File: config.mk
export PLATFORM = sky130hd
export DESIGN_NAME = ddrphy_rst_seq
export DESIGN_NICKNAME = d
export VERILOG_FILES = /design/src/rtl/ddrphy_rst_seq.sv
export SDC_FILE = /design/constraint.sdc
export NUM_CORES = 1
export LEC_CHECK = 0
export CAP_MARGIN = 15
export CORE_UTILIZATION = 51
export DETAILED_ROUTE_END_ITERATION = 6
export HOLD_SLACK_MARGIN = 0.12
export MAX_ROUTING_LAYER = met4
export PLACE_DENSITY = 0.8
export SETUP_SLACK_MARGIN = 0.15
export SYNTH_ARGS = -nofsm -noshare
export SYNTH_HDL_FRONTEND = slang
export SYNTH_SLANG_ARGS = --single-unit
File: constraint.sdc
create_clock -name clk -period 2.03 [get_ports clk]
set_clock_uncertainty 0.2 [all_clocks]
set_input_delay 0.406 -clock clk [delete_from_list [all_inputs] [get_ports clk]]
set_output_delay 0.406 -clock clk [all_outputs]
set_load 0.01 [all_outputs]
File: src/rtl/ddrphy_rst_seq.sv
// rtl/ddrphy_rst_seq.sv - DDR PHY reset / training-reset request sequencer
// Drives in_rst after PLL lock, issues acked training-reset requests with retry and update service.
module ddrphy_rst_seq #(
  parameter int IN_RST_CYCLES = 16,
  parameter int ACK_TIMEOUT   = 64,
  parameter int MAX_RETRY     = 3,
  parameter int REQ_GAP       = 4
) (
  input  logic clk,
  input  logic rstn,
  input  logic pll_lock,
  input  logic update_req,
  input  logic ddrphy_rst_ack,
  output logic ddrphy_in_rst,
  output logic ddrphy_rst_req,
  output logic phy_ready,
  output logic update_ack,
  output logic timeout_err
);

  typedef enum logic [2:0] {S_RESET, S_HOLD, S_REQ, S_GAP, S_READY, S_ERR} state_e;

  localparam logic [7:0] HOLD_LAST = 8'(IN_RST_CYCLES - 1);
  localparam logic [7:0] TO_LAST   = 8'(ACK_TIMEOUT - 1);
  localparam logic [7:0] GAP_LAST  = 8'(REQ_GAP - 1);
  localparam logic [2:0] RETRY_MAX = 3'(MAX_RETRY);

  state_e     state_q, state_d;
  logic [7:0] cnt_q, cnt_d;
  logic [2:0] retry_q, retry_d;
  logic       lock_s1_q, lock_s1_d, lock_s_q, lock_s_d;
  logic       succ_q, succ_d;
  logic       pend_q, pend_d;
  logic       req_upd_q, req_upd_d;
  logic       in_rst_q, in_rst_d;
  logic       rst_req_q, rst_req_d;
  logic       ready_q, ready_d;
  logic       uack_q, uack_d;
  logic       err_q, err_d;

  always_comb begin
    lock_s1_d = pll_lock;
    lock_s_d  = lock_s1_q;
    state_d   = state_q;
    cnt_d     = '0;
    retry_d   = retry_q;
    succ_d    = succ_q;
    pend_d    = pend_q | (update_req && (state_q != S_ERR));
    req_upd_d = req_upd_q;
    uack_d    = 1'b0;

    case (state_q)
      S_RESET: if (lock_s_q) state_d = S_HOLD;
      S_HOLD: begin
        if (cnt_q == HOLD_LAST) state_d = S_REQ;
        else                    cnt_d   = cnt_q + 8'd1;
      end
      S_REQ: begin
        // Ack takes priority over an expiring timeout in the same cycle
        if (ddrphy_rst_ack) begin
          state_d   = S_GAP;
          succ_d    = 1'b1;
          retry_d   = '0;
          uack_d    = req_upd_q;
          req_upd_d = 1'b0;
        end else if (cnt_q == TO_LAST) begin
          retry_d = retry_q + 3'd1;
          succ_d  = 1'b0;
          state_d = (retry_d < RETRY_MAX) ? S_GAP : S_ERR;
        end else begin
          cnt_d = cnt_q + 8'd1;
        end
      end
      S_GAP: begin
        if (cnt_q == GAP_LAST) state_d = succ_q ? S_READY : S_REQ;
        else                   cnt_d   = cnt_q + 8'd1;
      end
      S_READY: begin
        if (pend_q || update_req) begin
          state_d   = S_REQ;
          pend_d    = 1'b0;
          req_upd_d = 1'b1;
          succ_d    = 1'b0;
        end
      end
      S_ERR:   state_d = S_ERR;
      default: state_d = S_RESET;
    endcase

    // Lock loss aborts any in-flight work but remembers a requested update
    if (!lock_s_q && (state_q != S_RESET) && (state_q != S_ERR)) begin
      state_d   = S_RESET;
      cnt_d     = '0;
      retry_d   = '0;
      succ_d    = 1'b0;
      req_upd_d = 1'b0;
      uack_d    = 1'b0;
      pend_d    = pend_q | update_req;
    end

    in_rst_d  = (state_d == S_RESET) || (state_d == S_HOLD) || (state_d == S_ERR);
    rst_req_d = (state_d == S_REQ);
    ready_d   = (state_d == S_READY);
    err_d     = (state_d == S_ERR);
  end

  always_ff @(posedge clk or negedge rstn) begin
    if (!rstn) begin
      state_q   <= S_RESET;
      cnt_q     <= '0;
      retry_q   <= '0;
      lock_s1_q <= 1'b0;
      lock_s_q  <= 1'b0;
      succ_q    <= 1'b0;
      pend_q    <= 1'b0;
      req_upd_q <= 1'b0;
      in_rst_q  <= 1'b1;
      rst_req_q <= 1'b0;
      ready_q   <= 1'b0;
      uack_q    <= 1'b0;
      err_q     <= 1'b0;
    end else begin
      state_q   <= state_d;
      cnt_q     <= cnt_d;
      retry_q   <= retry_d;
      lock_s1_q <= lock_s1_d;
      lock_s_q  <= lock_s_d;
      succ_q    <= succ_d;
      pend_q    <= pend_d;
      req_upd_q <= req_upd_d;
      in_rst_q  <= in_rst_d;
      rst_req_q <= rst_req_d;
      ready_q   <= ready_d;
      uack_q    <= uack_d;
      err_q     <= err_d;
    end
  end

  assign ddrphy_in_rst  = in_rst_q;
  assign ddrphy_rst_req = rst_req_q;
  assign phy_ready      = ready_q;
  assign update_ack     = uack_q;
  assign timeout_err    = err_q;

endmodule

==> qor.csv, run 1 <==
metric;value;unit
Worst slew margin;63.9;%
worst setup path startpoint;cnt_q[1];
initial core utilization;55.7;%
period utilisation layout;109;%
Detail Route Antenna Nets;0;
Die ar.;2690;um2
WP data required;2.07;ns
GRT Overall Usage;27.7;%
Reg clk slew, reported paths;0.14;ns
pre-CTS setup slack;-0.291;ns
CP Max Fanout;5;
first-pass GRT wire length;5.15;mm
# hold bufs at CTS;0;
ant diodes;0;
share of cells above drive strength 1;34.4;%
minimum clock period;2.21;ns
Async S/R FF share, synth;100;%
DRT Wirelength;3.32;mm
FP Rows;17;
DR WL/cell;17.4;um
DR vias/cell;6.09;
largest net degree at the start of global routing;25;
critical path startpoint category;flip-flop;
Crit-path slowest cell;or3b_4;
fin. max-slew vios;0;
vias;1164;
area of the core;2280;um2
status;complete, but fails checks;
Mapped Area;1270;um2
Die X;51.9;um
initial detailed-routing violation count;35;
RSZ-0062 raised after global routing;yes;
Yosys top cell by area;dfrtp_1;
htree depth;1;
worst reg2reg startpoint;cnt_q[1];
final-stage net count;171;
Area Growth Syn to Fin;39.2;%
f_max;452;MHz
Post-synth EDFFs;0;
Synth area leaders;dfrtp_1 (45%), nor2_1 (6.8%), xor2_1 (3.5%);
Arrival @ worst endpoint;2.26;ns
syn nets;141;
Hold WS;0.181;ns
vias in the first global route;1111;
Sinks on Clock Net;24;
TritonCTS clock tree;built;
Worst Setup End Kind;flip-flop;
Ports;10;
max-cap viol count;0;
max incr delay on CP;0.41;ns
dpl hpwl;2.13;mm
Synth Instances;134;
R2R setup slack;-0.18;ns
Fin Setup TNS;-1.07;ns
top-area cell type share of the netlist area;45.4;%
initial antenna violation count;0;
post-synthesis register bit count;24;
Synth Warn #;0;
CTS root buffer;clkbuf_4;
failing checks;setup timing;
gpl congestion;0.921;
CTS buffer count;3;
Max Root-Sink Buffers;2;
# port buffers;9;
CP Buf/Inv Count;2;
cell family with most CP delay;simple AND/OR/NAND/NOR gates;
Hold Crit Class;reg2reg;
die height;51.9;um
GRT overflow;0;
crit path cell chain;ha_2, or3b_4, buf_6, nor3_4, a22oi_2, a21oi_2, buf_4, and2b_1;
Yosys cell types;45;
Leak;0.772;nW
drt drc;0;
critical path class;reg2reg;
Syn Area/Cell;9.47;um2
setup violators final;13;
ys flop type;dfrtp_1;
worst hold path startpoint;lock_s1_q;
PD cells;675;nW/um2
Seq/Total Area, Yosys;47.4;%
TritonRoute pass-1 iters;4;
Final Hold Fails;0;
worst vdd ir;0.531;mV
clk_lat worst skew;0.34;ns
Worst Setup Slack, final;-0.182;ns
worst slew pin tran;0.541;ns
[cells in the final DEF, fill, tap and decap left out, types with 2 or more instances in the layout]
master	instances
buf_6	4
a211oi_1	2
nand2_1	6
xor2_1	5
inv_1	3
dfrtp_1	23
nand3_1	5
nor3_1	2
nor2b_1	2
nand4_1	2
nor2_1	18
o21ai_0	4
and3_1	2
clkdlybuf4s50_1	7
a21oi_2	4
clkbuf_4	3
nand2b_1	4
a21oi_1	4
nor2_2	4
buf_4	19
[cells by family after synthesis]
family / share of synthesized area [%]
multiplexers: 0.789
XOR/XNOR: 4.14
AO/OA/AOI/OAI: 17.2
buffers and inverters: 3.06
AND/OR/NAND/NOR: 25.4
flip-flops: 47.4
adder cells (fa/ha/maj): 1.97
[layer usage]
layer	part of all wire, %	wire length (um)	track usage [%]	vias to the layer above
li1	-	-	-	541
met5	0	0	-	-
met2	50	1650	42.1	52
met3	6.7	221	4.09	12
met1	40	1330	35.9	559
met4	3.5	117	14.4	0
[power breakdown]
group	leakage [nW]	switching, W	internal [W]
logic	0.425	0.000179	0.000119
registers	0.319	0.0000358	0.000499
clock network	0.0279	0.000159	0.000200
[registers in the layout (all words and copies together) (netlist names)]
register / cells
update_ack: 1
pend_q: 1
lock_s_q: 1
ddrphy_in_rst: 1
state_q: 3
retry_q: 3
timeout_err: 1
req_upd_q: 1
lock_s1_q: 1
ddrphy_rst_req: 1
succ_q: 1
cnt_q: 8
phy_ready: 1
[cells in the mapped netlist (all sizes together) (2+ instances only)]
master / number
a2111oi: 2
a211oi: 2
a21oi: 8
and3: 2
clkbuf: 7
dfrtp: 23
ha: 2
inv: 3
nand2: 6
nand2b: 5
nand3: 5
nand4: 2
nor2: 23
nor2b: 3
nor3: 3
nor4: 2
o21ai: 5
o221ai: 2
xor2: 5
[stage by stage]
step | util [%] | cells | cell area [um2] | power (W)
after floorplan | - | 134 | 1270 | 0.000676
after global placement | 67.2 | 185 | 1530 | 0.000776
after detailed placement | 67.2 | 185 | 1530 | 0.000785
after CTS | 74.2 | 190 | 1690 | 0.00114
after global routing | 77.6 | 191 | 1770 | 0.00125
final | 77.6 | 191 | 1770 | 0.00119
[final timing paths]
| check | endpoint | cells after the start |
|---|---|---|
| min reg2reg | lock_s_q | 0 |
| min in group asynchronous | retry_q[1] | 2 |
| max reg2reg | timeout_err | 8 |
| max | timeout_err | 8 |
| max in group asynchronous | ddrphy_in_rst | 2 |
| min | lock_s_q | 0 |
[final cells by class]
cell class,instances,area (um2)
Clock buffer,3,22.5
Fill cell,145,510
Multi-Input combinational cell,100,786
Tap cell,28,35.0
Sequential cell,24,602
Inverter,3,11.3
Clock inverter,1,30.0
Timing Repair Buffer,32,279
[repair_timing]
item	4_1_cts	5_1_grt
endpoints found under the setup margin	20	20
setup buffers	1	1
gates resized for setup	19	16
cloned	0	0
pin swaps	4	10
No activity file was read; power rests on OpenSTA's default activity.
==> run 2: changes to the inputs <==
--- a/config.mk
+++ b/config.mk
@@ -7,6 +7,7 @@
 export LEC_CHECK = 0
 export CAP_MARGIN = 15
 export CORE_UTILIZATION = 51
+export CTS_BUF_LIST = sky130_fd_sc_hd__clkbuf_16
 export DETAILED_ROUTE_END_ITERATION = 6
 export HOLD_SLACK_MARGIN = 0.12
 export MAX_ROUTING_LAYER = met4
==> qor.csv, run 2 (synthesized netlist as in run 1, its figures left out) <==
metric;value;unit;change
vias;1220;;+4.8%
initial core utilization;55.7;%;unchanged
Sinks on Clock Net;24;;unchanged
internal power;0.00101;W;+24%
Flop pwr share;38.3;%;-6.6 points
first-pass GRT wire length;5.58;mm;+8.5%
Area Growth Syn to Fin;46.3;%;
critical path class;reg2reg;;
clock share of power;40.5;%;+10 points
switching part of the total;27.6;%;-3.7 points
Worst Setup Slack, final;-0.259;ns;-0.0769 ns
R2R depth;9;;+1
f_max;437;MHz;-3.4%
commonest non-fill, non-tap cell in the layout;dfrtp_1;;
Leak;0.782;nW;+1.3%
Die X;51.9;um;unchanged
# port buffers;9;;unchanged
Worst slew margin;71.2;%;+7.2 points
clk_lat worst skew;0.26;ns;-0.08 ns
Arrival @ worst endpoint;2.29;ns;+0.03 ns
worst hold path startpoint;lock_s1_q;;
Die ar.;2690;um2;unchanged
Hold EP;lock_s_q;;
cell family with most CP delay;simple AND/OR/NAND/NOR gates;;
Detail Route Antenna Nets;0;;unchanged
gpl congestion;0.921;;unchanged
Util after Layout;81.5;%;+4.0 points
crit path cell chain;ha_2, or3b_4, buf_6, nor3_4, buf_6, buf_6, a21oi_4, o2bb2ai_4, and3_1;;
Worst Setup End Kind;flip-flop;;
CP Buf/Inv Count;3;;+1
Final Hold Fails;0;;unchanged
hold path cells;0;;unchanged
Regs by FF count;cnt_q (8), retry_q (3), state_q (3);;
ant diodes;0;;unchanged
max-cap viol count;0;;unchanged
GRT overflow;0;;unchanged
Net Switching;0.000387;W;+3.7%
share of cells above drive strength 1;36.2;%;+1.8 points
DR vias/cell;6.39;;+4.8%
most frequent cells in the layout;dfrtp_1 (22), nor2_1 (18), buf_4 (17);;
R2R setup slack;-0.26;ns;-0.08 ns
max reg flops;8;;unchanged
TritonRoute pass-1 iters;4;;unchanged
TritonCTS clock tree;built;;
final-layout fill cell count;131;;-9.7%
WP data required;2.03;ns;-0.04 ns
Fin Setup TNS;-2.29;ns;-1.22 ns
DR WL/cell;19.3;um;+11%
CTS root buffer;clkbuf_16;;
status;complete, but fails checks;;
htree depth;1;;unchanged
minimum clock period;2.29;ns;+0.0769 ns
critical path startpoint category;flip-flop;;
Hold Crit Class;reg2reg;;
setup violators final;17;;+4
period utilisation layout;113;%;+3.8 points
GRT Overall Usage;30.6;%;+2.9 points
Ports;10;;unchanged
drt drc;0;;unchanged
CP Max Fanout;4;;-1
worst vdd ir;0.727;mV;+37%
Biggest register;cnt_q;;
initial antenna violation count;0;;unchanged
fin. max-slew vios;0;;unchanged
area of the core;2280;um2;unchanged
PD cells;756;nW/um2;+12%
DRT Wirelength;3.69;mm;+11%
final-stage net count;171;;unchanged
Reg clk slew, reported paths;0.07;ns;-0.07 ns
CTS buffer count;3;;unchanged
worst reg2reg startpoint;cnt_q[1];;
die height;51.9;um;unchanged
largest net degree at the start of global routing;25;;unchanged
FP Rows;17;;unchanged
CP dominant cell by count;buf_6;;
Hold WS;0.163;ns;-0.0175 ns
worst slew pin tran;0.428;ns;-0.113 ns
dpl hpwl;2.13;mm;unchanged
initial detailed-routing violation count;56;;+60%
Logic pwr share;21.2;%;-3.8 points
Max Root-Sink Buffers;2;;unchanged
RSZ-0062 raised after global routing;yes;;
vias in the first global route;1129;;+1.6%
reg2reg end;ddrphy_rst_req;;
max incr delay on CP;0.43;ns;+0.02 ns
Crit-path slowest cell;or3b_4;;
failing checks;setup timing;;
==> run 2: worst max path at each step <==
stage          cells after the start  slack (ns)              to     start
2_1_floorplan                      6       -0.13      retry_q[2]  cnt_q[0]
3_3_place_gp                       7       -0.14       phy_ready  cnt_q[1]
3_5_place_dp                       7       -0.29       phy_ready  cnt_q[1]
4_1_cts                            6       -0.14      retry_q[2]  cnt_q[1]
5_1_grt                            9       -0.30  ddrphy_rst_req  cnt_q[1]
6_report                           9       -0.26  ddrphy_rst_req  cnt_q[1]
==> run 2: routing by layer <==
layer	vias up	routed length (um)	track usage, %
li1	542	-	-
met1	604	1470	38.8
met2	55	1850	47.9
met3	19	186	4.97
met4	0	184	14.4
met5	-	0	-
==> run 2: cell type report <==
| type | instances | area [um2] | area share (%) |
|---|---|---|---|
| well taps | 28 | 35.0 | 1.89 |
| multi-input cells | 100 | 817 | 44.0 |
| inverters | 3 | 11.3 | 0.607 |
| repair buffers | 32 | 284 | 15.3 |
| flip-flops and latches | 24 | 603 | 32.5 |
| clock buffers | 3 | 75.1 | 4.05 |
| clock inverters | 1 | 30.0 | 1.62 |
==> run 2: worst register-to-register path: stages, from the launching register on <==
cell,delay (ns)
dfrtp_1,0.35
ha_2,0.19
or3b_4,0.43
buf_6,0.15
nor3_4,0.23
buf_6,0.13
buf_6,0.11
a21oi_4,0.07
o2bb2ai_4,0.17
and3_1,0.19
==> run 2: power groups by stage <==
stage | logic [W] | registers, W | clock network [W]
floorplan | 0.000149 | 0.000527 | 0
global placement | 0.000239 | 0.000537 | 0
detailed placement | 0.000247 | 0.000537 | 0
CTS | 0.000262 | 0.000534 | 0.000565
global route | 0.000328 | 0.000537 | 0.000600
finish | 0.000297 | 0.000537 | 0.000568
==> run 2: what timing repair did <==
item / 4_1_cts / 5_1_grt
hold buffers: 0 / 0
resized for setup: 20 / 21
pin swaps: 3 / 12
endpoints found under the setup margin: 20 / 19
buffers inserted: 0 / 2
==> run 2: per-stage QoR <==
step,std cells,worst slack [ns],instance area [um2],power (W)
after floorplan,134,-0.129,1270,0.000676
after global placement,185,-0.141,1530,0.000776
after detailed placement,185,-0.291,1530,0.000785
after CTS,189,-0.135,1740,0.00136
after global routing,191,-0.296,1860,0.00147
final,191,-0.259,1860,0.00140
